File: config.mk
export PLATFORM = sky130hd
export DESIGN_NAME = reg_wb_queue_flat
export DESIGN_NICKNAME = d
export VERILOG_FILES = /design/src/rtl/reg_wb_queue_if.sv /design/src/rtl/reg_wb_queue.sv /design/src/flat_wrapper.sv
export SDC_FILE = /design/constraint.sdc
export NUM_CORES = 1
export LEC_CHECK = 0
export BUFFER_PORTS_ARGS = -buffer_cell sky130_fd_sc_hd__buf_4
export CAP_MARGIN = 10
export CORE_UTILIZATION = 53
export DETAILED_ROUTE_END_ITERATION = 7
export GPL_ROUTABILITY_DRIVEN = 0
export MAX_ROUTING_LAYER = met4
export PLACE_DENSITY = 0.8
export SYNTH_ARGS = -nofsm -noshare
export SYNTH_HDL_FRONTEND = slang
export SYNTH_SLANG_ARGS = --single-unit
export TNS_END_PERCENT = 30
File: constraint.sdc
create_clock -name clk -period 3 [get_ports clk]
set_input_delay 0.3 -clock clk [delete_from_list [all_inputs] [get_ports clk]]
set_output_delay 0.3 -clock clk [all_outputs]
set_load 0.05 [all_outputs]
File: src/rtl/reg_wb_queue_if.sv
// reg_wb_queue_if: request, register-file write and operand-fetch signals of the writeback queue
interface reg_wb_queue_if #(
   parameter int DEPTH = 4,
   parameter int AW    = 3,
   parameter int DW    = 16
);
   localparam int CW = $clog2(DEPTH + 1);
   logic          in_valid;
   logic          in_ready;
   logic [AW-1:0] in_addr;
   logic [DW-1:0] in_data;
   logic          drain_hold;
   logic          rf_wr_en;
   logic [AW-1:0] rf_wr_addr;
   logic [DW-1:0] rf_wr_data;
   logic [AW-1:0] rd0_addr;
   logic [AW-1:0] rd1_addr;
   logic [DW-1:0] rf_rd0_data;
   logic [DW-1:0] rf_rd1_data;
   logic [DW-1:0] rd0_data;
   logic [DW-1:0] rd1_data;
   logic          rd0_pend;
   logic          rd1_pend;
   logic [CW-1:0] count;
   modport master (
      output in_valid, in_addr, in_data, drain_hold, rd0_addr, rd1_addr, rf_rd0_data, rf_rd1_data,
      input  in_ready, rf_wr_en, rf_wr_addr, rf_wr_data, rd0_data, rd1_data, rd0_pend, rd1_pend, count
   );
   modport slave (
      input  in_valid, in_addr, in_data, drain_hold, rd0_addr, rd1_addr, rf_rd0_data, rf_rd1_data,
      output in_ready, rf_wr_en, rf_wr_addr, rf_wr_data, rd0_data, rd1_data, rd0_pend, rd1_pend, count
   );
endinterface

File: src/rtl/reg_wb_queue.sv
// reg_wb_queue: in-order writeback FIFO in front of the register file write port with hazard lookup; WB_BYPASS_EN forwards hits instead of flagging them
module reg_wb_queue #(
   parameter int DEPTH = 4,
   parameter int AW    = 3,
   parameter int DW    = 16
) (
   input  logic           clk,
   input  logic           rst_n,
   reg_wb_queue_if.slave  bus
);
   localparam int PW = $clog2(DEPTH);
   localparam int CW = $clog2(DEPTH + 1);
   logic [AW-1:0] q_addr [DEPTH];
   logic [DW-1:0] q_data [DEPTH];
   logic [PW-1:0] wr_ptr, rd_ptr, idx;
   logic [CW-1:0] cnt;
   logic          push, pop, wr_en, hit0, hit1;
   logic [AW-1:0] wr_addr;
   logic [DW-1:0] wr_data, fwd0, fwd1;
   assign bus.in_ready   = cnt != CW'(DEPTH);
   assign push           = bus.in_valid & bus.in_ready;
   assign pop            = (cnt != '0) & ~bus.drain_hold;
   assign bus.count      = cnt;
   assign bus.rf_wr_en   = wr_en;
   assign bus.rf_wr_addr = wr_addr;
   assign bus.rf_wr_data = wr_data;
   // queue storage, written at the tail on every accepted request; not reset
   always_ff @(posedge clk) begin
      if (push) begin
         q_addr[wr_ptr] <= bus.in_addr;
         q_data[wr_ptr] <= bus.in_data;
      end
   end
   // pointers, occupancy and the registered write port; a pop only sees entries stored before this edge
   always_ff @(posedge clk) begin
      if (!rst_n) begin
         wr_ptr  <= '0;
         rd_ptr  <= '0;
         cnt     <= '0;
         wr_en   <= 1'b0;
         wr_addr <= '0;
         wr_data <= '0;
      end else begin
         if (push) wr_ptr <= wr_ptr + 1'b1;
         if (pop) rd_ptr <= rd_ptr + 1'b1;
         cnt   <= cnt + CW'(push) - CW'(pop);
         wr_en <= pop;
         if (pop) begin
            wr_addr <= q_addr[rd_ptr];
            wr_data <= q_data[rd_ptr];
         end
      end
   end
   // hazard search: output stage first, then queue oldest to newest so the newest match wins
   always_comb begin
      hit0 = 1'b0;
      hit1 = 1'b0;
      fwd0 = bus.rf_rd0_data;
      fwd1 = bus.rf_rd1_data;
      idx  = '0;
      if (wr_en && wr_addr == bus.rd0_addr) begin
         hit0 = 1'b1;
         fwd0 = wr_data;
      end
      if (wr_en && wr_addr == bus.rd1_addr) begin
         hit1 = 1'b1;
         fwd1 = wr_data;
      end
      for (int i = 0; i < DEPTH; i++) begin
         idx = rd_ptr + PW'(i);
         if (CW'(i) < cnt && q_addr[idx] == bus.rd0_addr) begin
            hit0 = 1'b1;
            fwd0 = q_data[idx];
         end
         if (CW'(i) < cnt && q_addr[idx] == bus.rd1_addr) begin
            hit1 = 1'b1;
            fwd1 = q_data[idx];
         end
      end
   end
`ifdef WB_BYPASS_EN
   assign bus.rd0_pend = 1'b0;
   assign bus.rd1_pend = 1'b0;
   assign bus.rd0_data = fwd0;
   assign bus.rd1_data = fwd1;
`else
   assign bus.rd0_pend = hit0;
   assign bus.rd1_pend = hit1;
   assign bus.rd0_data = bus.rf_rd0_data;
   assign bus.rd1_data = bus.rf_rd1_data;
   logic unused_fwd;
   assign unused_fwd = ^{fwd0, fwd1};
`endif
endmodule
File: src/flat_wrapper.sv
// flat-port wrapper written by rule: the top's interface ports become plain ports
module reg_wb_queue_flat 
#(
   parameter int DEPTH = 4,
   parameter int AW    = 3,
   parameter int DW    = 16
)
  (clk, rst_n, bus_in_valid, bus_in_addr, bus_in_data, bus_drain_hold, bus_rd0_addr, bus_rd1_addr, bus_rf_rd0_data, bus_rf_rd1_data, bus_in_ready, bus_rf_wr_en, bus_rf_wr_addr, bus_rf_wr_data, bus_rd0_data, bus_rd1_data, bus_rd0_pend, bus_rd1_pend, bus_count);
  reg_wb_queue_if #(.DEPTH(DEPTH), .AW(AW), .DW(DW)) bus_i ();
  input  logic clk;
  input  logic rst_n;
  input wire logic [$bits(bus_i.in_valid)-1:0] bus_in_valid;
  input wire logic [$bits(bus_i.in_addr)-1:0] bus_in_addr;
  input wire logic [$bits(bus_i.in_data)-1:0] bus_in_data;
  input wire logic [$bits(bus_i.drain_hold)-1:0] bus_drain_hold;
  input wire logic [$bits(bus_i.rd0_addr)-1:0] bus_rd0_addr;
  input wire logic [$bits(bus_i.rd1_addr)-1:0] bus_rd1_addr;
  input wire logic [$bits(bus_i.rf_rd0_data)-1:0] bus_rf_rd0_data;
  input wire logic [$bits(bus_i.rf_rd1_data)-1:0] bus_rf_rd1_data;
  output wire logic [$bits(bus_i.in_ready)-1:0] bus_in_ready;
  output wire logic [$bits(bus_i.rf_wr_en)-1:0] bus_rf_wr_en;
  output wire logic [$bits(bus_i.rf_wr_addr)-1:0] bus_rf_wr_addr;
  output wire logic [$bits(bus_i.rf_wr_data)-1:0] bus_rf_wr_data;
  output wire logic [$bits(bus_i.rd0_data)-1:0] bus_rd0_data;
  output wire logic [$bits(bus_i.rd1_data)-1:0] bus_rd1_data;
  output wire logic [$bits(bus_i.rd0_pend)-1:0] bus_rd0_pend;
  output wire logic [$bits(bus_i.rd1_pend)-1:0] bus_rd1_pend;
  output wire logic [$bits(bus_i.count)-1:0] bus_count;
  assign bus_i.in_valid = bus_in_valid;
  assign bus_i.in_addr = bus_in_addr;
  assign bus_i.in_data = bus_in_data;
  assign bus_i.drain_hold = bus_drain_hold;
  assign bus_i.rd0_addr = bus_rd0_addr;
  assign bus_i.rd1_addr = bus_rd1_addr;
  assign bus_i.rf_rd0_data = bus_rf_rd0_data;
  assign bus_i.rf_rd1_data = bus_rf_rd1_data;
  assign bus_in_ready = bus_i.in_ready;
  assign bus_rf_wr_en = bus_i.rf_wr_en;
  assign bus_rf_wr_addr = bus_i.rf_wr_addr;
  assign bus_rf_wr_data = bus_i.rf_wr_data;
  assign bus_rd0_data = bus_i.rd0_data;
  assign bus_rd1_data = bus_i.rd1_data;
  assign bus_rd0_pend = bus_i.rd0_pend;
  assign bus_rd1_pend = bus_i.rd1_pend;
  assign bus_count = bus_i.count;
  reg_wb_queue #(.DEPTH(DEPTH), .AW(AW), .DW(DW)) u_core (.clk(clk), .rst_n(rst_n), .bus(bus_i));
endmodule
Word level (Yosys, flattened, before mapping)
Memory sizes are Yosys's and may differ from the RTL's. A register that Yosys moved wholly into a read port is not among the register bits.
Index checks and enable logic that the tools add are counted.
{ "word_totals": {"mem_bits_rw": 76, "register_bits": 11, "elab_cells": 57, "input_bits": 61, "output_inout_bits": 58, "mem_count": 2} }
{ "classes": {"n_addsub": 6, "reduce_logical": 12, "n_eq_ne": 11, "mux": 14, "order_cmp": 4, "bitwise": 3} }
{ "mem_list": {"columns": ["memory", "words", "word_bits", "read_ports", "rd_ports_with_merged_regs", "wr", "line", "rtl"], "rows": [
  ["u_core.q_data", 4, 16, 1, 1, 1, "reg_wb_queue.sv:14", "logic [DW-1:0] q_data [DEPTH];"],
  ["u_core.q_addr", 4, 3, 4, 1, 1, "reg_wb_queue.sv:13", "logic [AW-1:0] q_addr [DEPTH];"]
]} }
{ "ops": {"columns": ["operator", "count"], "rows": [
  ["$eq 3x3->1", 10],
  ["$mux 1", 12],
  ["$logic_and 1x1->1", 10],
  ["$lt 1x3->1 const A", 2],
  ["$lt 2x3->1 const A", 2],
  ["$add 2x1->2 const B", 2],
  ["$add 2x2->2 const B", 2],
  ["$mux 2", 2],
  ["$add 3x1->3", 1],
  ["$ne 3x3->1 const B", 1],
  ["$reduce_bool 3->1", 1],
  ["$sub 3x1->3", 1],
  ["$and 1x1->1", 2],
  ["$logic_not 1->1", 1],
  ["$not 1->1", 1]
]} }

Depth between registers and ports, before layout
Gate-level depths: netlist (run 1).
{ "depth": {"ltp_word": 7, "ltp_mapped": 11, "ltp_nobuf": 10} }

Worst setup path after synthesis (run 1)
Ideal clock, no wire load.
{ "synth_path": {"path_type": "flip-flop to flip-flop", "from": "register u_core.cnt[1], in the netlist u_core.bus.count[1]", "to": "register u_core.cnt[2], in the netlist u_core.bus.count[2]", "setup_ns": 0.115, "path_slack_ns": 0.266, "arrival_ns": 2.619, "path_buffers": 1, "path_stages_with_launch": 12, "required_ns": 2.885, "synth_period_minus_slack_ns": 2.734, "path_cell_list": "dfxtp_1 > nor3_1 > or2_2 > inv_1 > clkbuf_1 > ha_1 > inv_1 > ha_1 > inv_1 > fa_1 > xor2_1 > and2_1"} }
{ "synth_via": {"word_cells_on_any_way": 6, "cone_classes": "2 x add/sub; 1 x eq/ne; 2 x bitwise; 1 x reduce/logical"} }
{ "synth_lines": {"columns": ["item", "line", "rtl"], "rows": [
  ["start, declared", "reg_wb_queue.sv:16", "logic [CW-1:0] cnt;"],
  ["start signal, assigned", "reg_wb_queue.sv:46", "cnt <= cnt + CW'(push) - CW'(pop);"],
  ["$reduce_bool 3->1", "reg_wb_queue.sv:22", "assign pop = (cnt != '0) & ~bus.drain_hold;"],
  ["$and 1x1->1", "reg_wb_queue.sv:22", null],
  ["named net u_core.pop", "reg_wb_queue.sv:17", "logic push, pop, wr_en, hit0, hit1;"],
  ["$sub 3x1->3", "reg_wb_queue.sv:46", null]
]} }
The timed path passes the listed nets, and every way through them passes these cells.
A chain may end at the register's enable or synchronous reset.

Worst setup path after layout (run 1)
{ "layout_path": {"from": "register u_core.rd_ptr[1]", "to": "output bus_rd0_pend"} }
{ "layout_via": {"elab_chain_len": 7, "word_cells_on_any_way": 13, "cone_classes": "3 x add/sub; 3 x eq/ne; 3 x mux; 3 x reduce/logical; 1 x memory"} }
{ "layout_lines": {"columns": ["item", "line", "rtl"], "rows": [
  ["start, declared", "reg_wb_queue.sv:15", "logic [PW-1:0] wr_ptr, rd_ptr, idx;"],
  ["start signal, assigned", "reg_wb_queue.sv:45", "if (pop) rd_ptr <= rd_ptr + 1'b1;"],
  ["$add 2x1->2", "reg_wb_queue.sv:70", "idx = rd_ptr + PW'(i);"],
  ["$mem_v2 4x3 (*)", null, null],
  ["$eq 3x3->1", "reg_wb_queue.sv:71", "if (CW'(i) < cnt && q_addr[idx] == bus.rd0_addr) begin"],
  ["$logic_and 1x1->1", "reg_wb_queue.sv:71", null],
  ["$mux 1 (2 in a row)", "reg_wb_queue.sv:71", null],
  ["$mux 1 (*)", "reg_wb_queue.sv:71", null],
  ["end, declared", "flat_wrapper.sv:26", "output wire logic [$bits(bus_i.rd0_pend)-1:0] bus_rd0_pend;"]
]} }
Every way passes the cells marked *; elsewhere a longest branch is shown, timed or not.

==> run metrics, run 1 <==
status finished clean; CP peak stage delay about 0.7 ns; YS warnings 0; Avg WL per Cell about 19 µm; Crit. End Element output pin; Tmin final 2.76 ns; Max Cap Viol 0; XOR/XNOR share of the synthesized area 6.23%; routed vias approximately 2600; Die Width between 90 and 100 µm; Tightest Pin Transition between 0.5 and 0.6 ns; Data arrival, critical path 2.46 ns; Final Hold Viols 0; later-pin clock latency in the skew report between 0.3 and 0.4 ns; final instance area ~5300 µm²; unrepaired setup endpoints after global routing false; largest family of logic cells by synthesized area multiplexers; setup tns final 0 ns; VDD IR max ~0.53 mV; layout cells sized above 1 30.0%; NumNets Final 418; row count 34; Compound-Gate Fraction of Synth Area around 3.6%; commonest cells after routing, fill and taps aside edfxtp_1, buf_4, nand2_1; clock root cell clkbuf_8; die area approximately 9400 µm²; drt initial violations between 100 and 150; CP startpoint u_core.rd_ptr[1]; port bufs 54; period utilization 92.2%; Post-CTS Hold Fix Bufs 0; commonest non-fill, non-tap cell in the layout edfxtp_1; Switch Pwr about 0.0016 W; r2r startpoint u_core.bus.count[2]; clock net sink count roughly 110; syn avg cell area between 10 and 15 µm²; gr usage total approximately a fifth; I/O Pins ~120; WHS about 0.13 ns; sequential share of the synthesized area about three fifths; Non-Filler Instances between 400 and 500; adder-cell share of the synthesized area under 10%; Synth-to-Final Area Change 11.1%; synth unique cells 29; FF-to-FF End u_core.bus.count[2]; Initial Util approximately 55%; DRT Pass-1 Iters 5; Cell Area, Placed ~5100 µm²; Critical Path Sink bus_rd0_pend; setup bufs post-CTS 0; Worst Path Class, Setup flop to output pin; reg2reg path depth 10; Net Sw Frac 34.0%; CP startpoint kind flop; Critical-path top delay cell dfxtp_1; Logic pwr share a little over a third; deepest clock path buffer count 2; post-synth top area cell edfxtp_1; fmax 0.362 GHz; Yosys reg bits 105; initial antenna violation count 0; Pleak about 1.9 nW; largest net degree at the start of global routing 29; total power per unit cell area between 800 and 900 nW/µm²; global-route wire length before repair ~14 mm; TritonCTS buffer count 9; cell count after placement around 450; max-slew violation count 0; worst setup margin 0.235 ns; Layout Skew about 0.012 ns; vias per std cell between 5 and 6; internal power between 0.003 and 0.004 W; area share of and/or/nand/nor cells after synthesis roughly 6.8%; # setup viols final 0; ANT nets after route 0; synthesized area ~4800 µm²; ranking of synthesized cells by area edfxtp_1, mux4_2, dfxtp_1; mux cell area share after synthesis a little over an eighth; power share of the clock group a little under a quarter; Slew headroom around three fifths; drt drc 0; syn nets just under 400; crit-path max FO 13; worst hold path class input pin to flop; part of the power in registers 42.5%; Die Ht approximately 97 µm; core area around 8700 µm²; grt ovf 0; Clock transition at path regs roughly 0.1 ns; final wirelength 8.74 mm; via count of the first global-routing pass around 2700; Worst EP required 2.70 ns; Post-Synthesis Cells approximately 330; crit path cell chain mux4_2 > xor2_1 > or4_1 > nand4_1 > buf_4; top-area cell type share of the netlist area a little under half; Max H-tree Level 3; DP HPWL between 5 and 6 mm; r2r setup slk approximately 0.83 ns; dpl ws about 0.55 ns; TritonCTS clock tree done; diodes inserted 0
[layout make-up]
type | count | area [µm²]
tap | 108 | 135
clock buffer | 9 | 124
timing repair buffer | 62 | 469
clock inverter | 7 | 124
sequential | 105 | 2860
inverter | 8 | 30.0
fill | 637 | 3410
multi-input combinational | 162 | 1560
[sequential cells by signal, indices dropped and copies added, names as in the netlist, named ones only]
name                   flops
u_core.wr_ptr              2
u_core.bus.rf_wr_addr      3
u_core.q_data             64
u_core.bus.rf_wr_en        1
u_core.bus.count           3
u_core.q_addr             12
u_core.bus.rf_wr_data     16
u_core.rd_ptr              2
[metrics by stage]
stage	power (W)	util (%)
floorplan	0.00326	-
global placement	0.00354	58.0
detailed placement	0.00359	58.0
CTS	0.00461	60.8
global route	0.00480	60.9
finish	0.00457	60.9
[synthesized netlist by cell type]
library cell  number
xor2_1             8
a21oi_1            1
mux2i_1            1
buf_2              5
clkbuf_1          11
buf_4             32
or2_2              1
nand4_1            6
xnor2_1           26
nand2_1           40
buf_1              1
and4_1             2
nor2b_1            2
a21boi_0          19
ha_1               8
edfxtp_1          76
a41oi_1            2
or4_1              2
fa_1               1
nor2_1             1
mux4_2            26
buf_6              1
and2_1            11
nor3_1             1
dfxtp_1           29
mux4_1             2
nor3b_1            1
inv_1              8
a21boi_1           1
[worst max-delay path: cells and delay by family, from the launching register on]
family	cells	cell delay, ns
xor gates and xnor gates	1	0.16
buffers and inverters	1	0.20
DFF	1	0.71
muxes	1	0.43
and+or+nand+nor	2	0.61
[power by group through the flow]
stage          registers [W]  clock network, W  logic (W)
2_1_floorplan        0.00219                 0    0.00107
3_3_place_gp         0.00196                 0    0.00158
3_5_place_dp         0.00198                 0    0.00161
4_1_cts              0.00194           0.00106    0.00161
5_1_grt              0.00197           0.00111    0.00172
6_report             0.00194           0.00104    0.00159
[per-layer routing]
metal  track usage, %  share of wire [%]  vias up
li1                 -                  -     1190
met1             22.8                 39     1258
met2             33.6                 51       74
met3             4.34                6.2       49
met4             10.7                3.5        0
met5                -                  0        -
[worst min path at each step]
| stage | slack (ns) | depth (start not counted) | startpoint | end |
|---|---|---|---|---|
| 2_1_floorplan | 0.40 | 0 | bus_in_addr[0] | u_core.q_addr[0][0] |
| 3_3_place_gp | 0.45 | 2 | u_core.bus.rf_wr_data[13] | u_core.bus.rf_wr_data[13] |
| 3_5_place_dp | 0.46 | 2 | u_core.bus.rf_wr_data[6] | u_core.bus.rf_wr_data[6] |
| 4_1_cts | 0.11 | 1 | bus_in_data[14] | u_core.q_data[2][14] |
| 5_1_grt | 0.11 | 1 | bus_in_data[14] | u_core.q_data[2][14] |
| 6_report | 0.13 | 1 | bus_in_data[14] | u_core.q_data[0][14] |
[cells by family (layout without fill, tap and decap cells)]
kind of cell,Yosys count,in the layout
XOR/XNOR,34,34
buffers and inverters,58,86
flip-flops,105,105
multiplexers,29,29
AO/OA/AOI/OAI,23,23
AND/OR/NAND/NOR,67,67
adder cells (fa/ha/maj),9,9
[timing repair]
action,4_1_cts,5_1_grt
resized for setup,0,1
hold endpoints to repair,0,0
setup endpoints to repair,0,1
(Power assumes the default switching activity.)
==> run 2: changes to the inputs <==
Settings changed: CORE_UTILIZATION 53 to 55, PLACE_DENSITY 0.8 to 0.82.
Clock period 3 ns to 3.4 ns, I/O delays scaled along.
==> run 2 against run 1 <==
Critical path depth did not move. First-iteration DRC count up 26%. Global-route usage rose by 0.57 points. Count of clock-buffer cells in the layout is the same.
==> run metrics, run 2 (synthesis results as in run 1) <==
status finished clean; largest register by flop count u_core.q_data; setup tns final 0 ns (unchanged); DP HPWL 5.73 mm (-3.5%); vias per std cell 5.62 (+0.76%); drt drc 0 (unchanged); I/O Pins 119 (unchanged); VDD IR max 0.418 mV (-21%); Tmin final 2.87 ns; clock root cell clkbuf_8; Post-CTS Hold Fix Bufs 0 (unchanged); die area 9060 µm² (-3.6%); worst setup margin 0.530 ns (+0.295 ns); Pleak 1.84 nW (-1.5%); ANT nets after route 0 (unchanged); met1 Usage GRT 23.9% (+1.1 points); Data arrival, critical path 2.53 ns (+0.07 ns); cts repair resizes 0 (unchanged); later-pin clock latency in the skew report 0.36 ns (about the same); Synth-to-Final Area Change 9.53%; unrepaired setup endpoints after global routing false; crit-path max FO 14 (+1); FILL cells 594 (-6.8%); Die Ht 95.2 µm (-1.8%); Crit. End Element output pin; final wirelength 8.50 mm (-2.8%); fmax around 0.35 GHz; global-route wire length before repair 13.2 mm (-4.4%); Worst Path Class, Setup flop to output pin; max FFs per register 64 (unchanged); grt ovf 0 (unchanged); Worst EP required 3.06 ns (+0.36 ns); clock net sink count 105 (unchanged); deepest clock path buffer count 2 (unchanged); row count 33 (-2.9%); routed vias 2568 (-0.12%); Max H-tree Level 3 (unchanged); max-slew violation count 0 (unchanged); WHS 0.171 ns (+0.0442 ns); core area 8300 µm² (-4.8%); drt initial violations 157 (+26%); dpl ws 0.868 ns (+0.318 ns); Avg WL per Cell 18.6 µm (-1.9%); layout cells sized above 1 29.8% (-0.20 points); setup bufs post-CTS 0 (unchanged); TritonCTS clock tree done; commonest cells after routing, fill and taps aside edfxtp_1, buf_4, nand2_1; # setup viols final 0 (unchanged); fin util 63.0% (+2.2 points); diodes inserted 0 (unchanged); Initial Util 57.6% (+2.8 points); period utilization between 80% and 90%; GRT Max-Usage Layer met2; Die Width 95.2 µm (-1.8%); Final Hold Viols 0 (unchanged); port bufs 54 (unchanged); DRT Pass-1 Iters 4 (-1); worst hold path class input pin to flop; commonest non-fill, non-tap cell in the layout edfxtp_1; CP startpoint kind flop; gr usage total 20.7% (+0.57 points); Max Cap Viol 0 (unchanged); Tightest Pin Transition 0.561 ns (-0.0357 ns); via count of the first global-routing pass 2658 (-0.038%); TritonCTS buffer count 9 (unchanged); Slew headroom 62.5% (+2.4 points); M2 GR Usage 35.9% (+2.3 points); total power per unit cell area 733 nW/µm² (-15%); initial antenna violation count 0 (unchanged); Clock transition at path regs 0.10 ns (about the same); NumNets Final 417 (-0.24%); met3 usage 2.39% (-1.9 points); largest net degree at the start of global routing 29 (unchanged); Layout Skew 0.0110 ns (-0.000696 ns)
[run 2: cell count changes in the layout (fill, tap and decap cells not counted), sizes merged]
cell,delta
bufinv,-3
buf,-1
clkinv,+3
inv,+1
clkinvlp,-1
[run 2: path summary, 6_finish.rpt]
| kind | slack [ns] | endpoint | start | cells after the start |
|---|---|---|---|---|
| worst max register to register | 0.87 | u_core.bus.count[2] | u_core.bus.count[1] | 10 |
| worst min register to register | 0.48 | u_core.bus.rf_wr_data[8] | u_core.bus.rf_wr_data[8] | 2 |
| worst max-delay path | 0.53 | bus_rd1_pend | u_core.rd_ptr[0] | 5 |
| worst min-delay path | 0.17 | u_core.q_data[3][15] | bus_in_data[15] | 1 |
[run 2: final cells by class]
cell class	instances	area, µm²	share of cell area, %
Tap cell	105	131	2.51
Clock buffer	9	124	2.37
Timing Repair Buffer	61	458	8.75
Multi-Input combinational cell	162	1560	29.9
Sequential cell	105	2860	54.7
Clock inverter	7	62.6	1.20
Inverter	8	30.0	0.574
[run 2: power breakdown]
group | internal, W | leakage (nW) | switching (W) | total, W
combinational | 0.000582 | 0.809 | 0.000811 | 0.00139
sequential | 0.00157 | 0.934 | 0.000147 | 0.00172
clock | 0.000282 | 0.0976 | 0.000438 | 0.000720
total | 0.00244 | 1.84 | 0.00140 | 0.00383
[run 2: metal layers]
metal  routed length, µm  part of all wire (%)  vias to the layer above
li1                    -                     -                     1187
met1                3430                    40                     1285
met2                4490                    53                       57
met3                 318                   3.7                       39
met4                 259                   3.0                        0
met5                   0                     0                        -
[run 2: worst max-delay path, stage by stage (launching register included)]
cell and delay [ns]:
dfxtp_2 0.60, mux4_2 0.61, xor2_1 0.16, or4_1 0.51, nand4_1 0.10, buf_4 0.20
[run 2: per-stage QoR]
stage / instance area, µm² / total power (W) / cells
floorplan: 4780 / 0.00288 / 325
global placement: 5050 / 0.00312 / 441
detailed placement: 5050 / 0.00316 / 441
CTS: 5230 / 0.00387 / 457
global route: 5230 / 0.00403 / 457
finish: 5230 / 0.00383 / 457
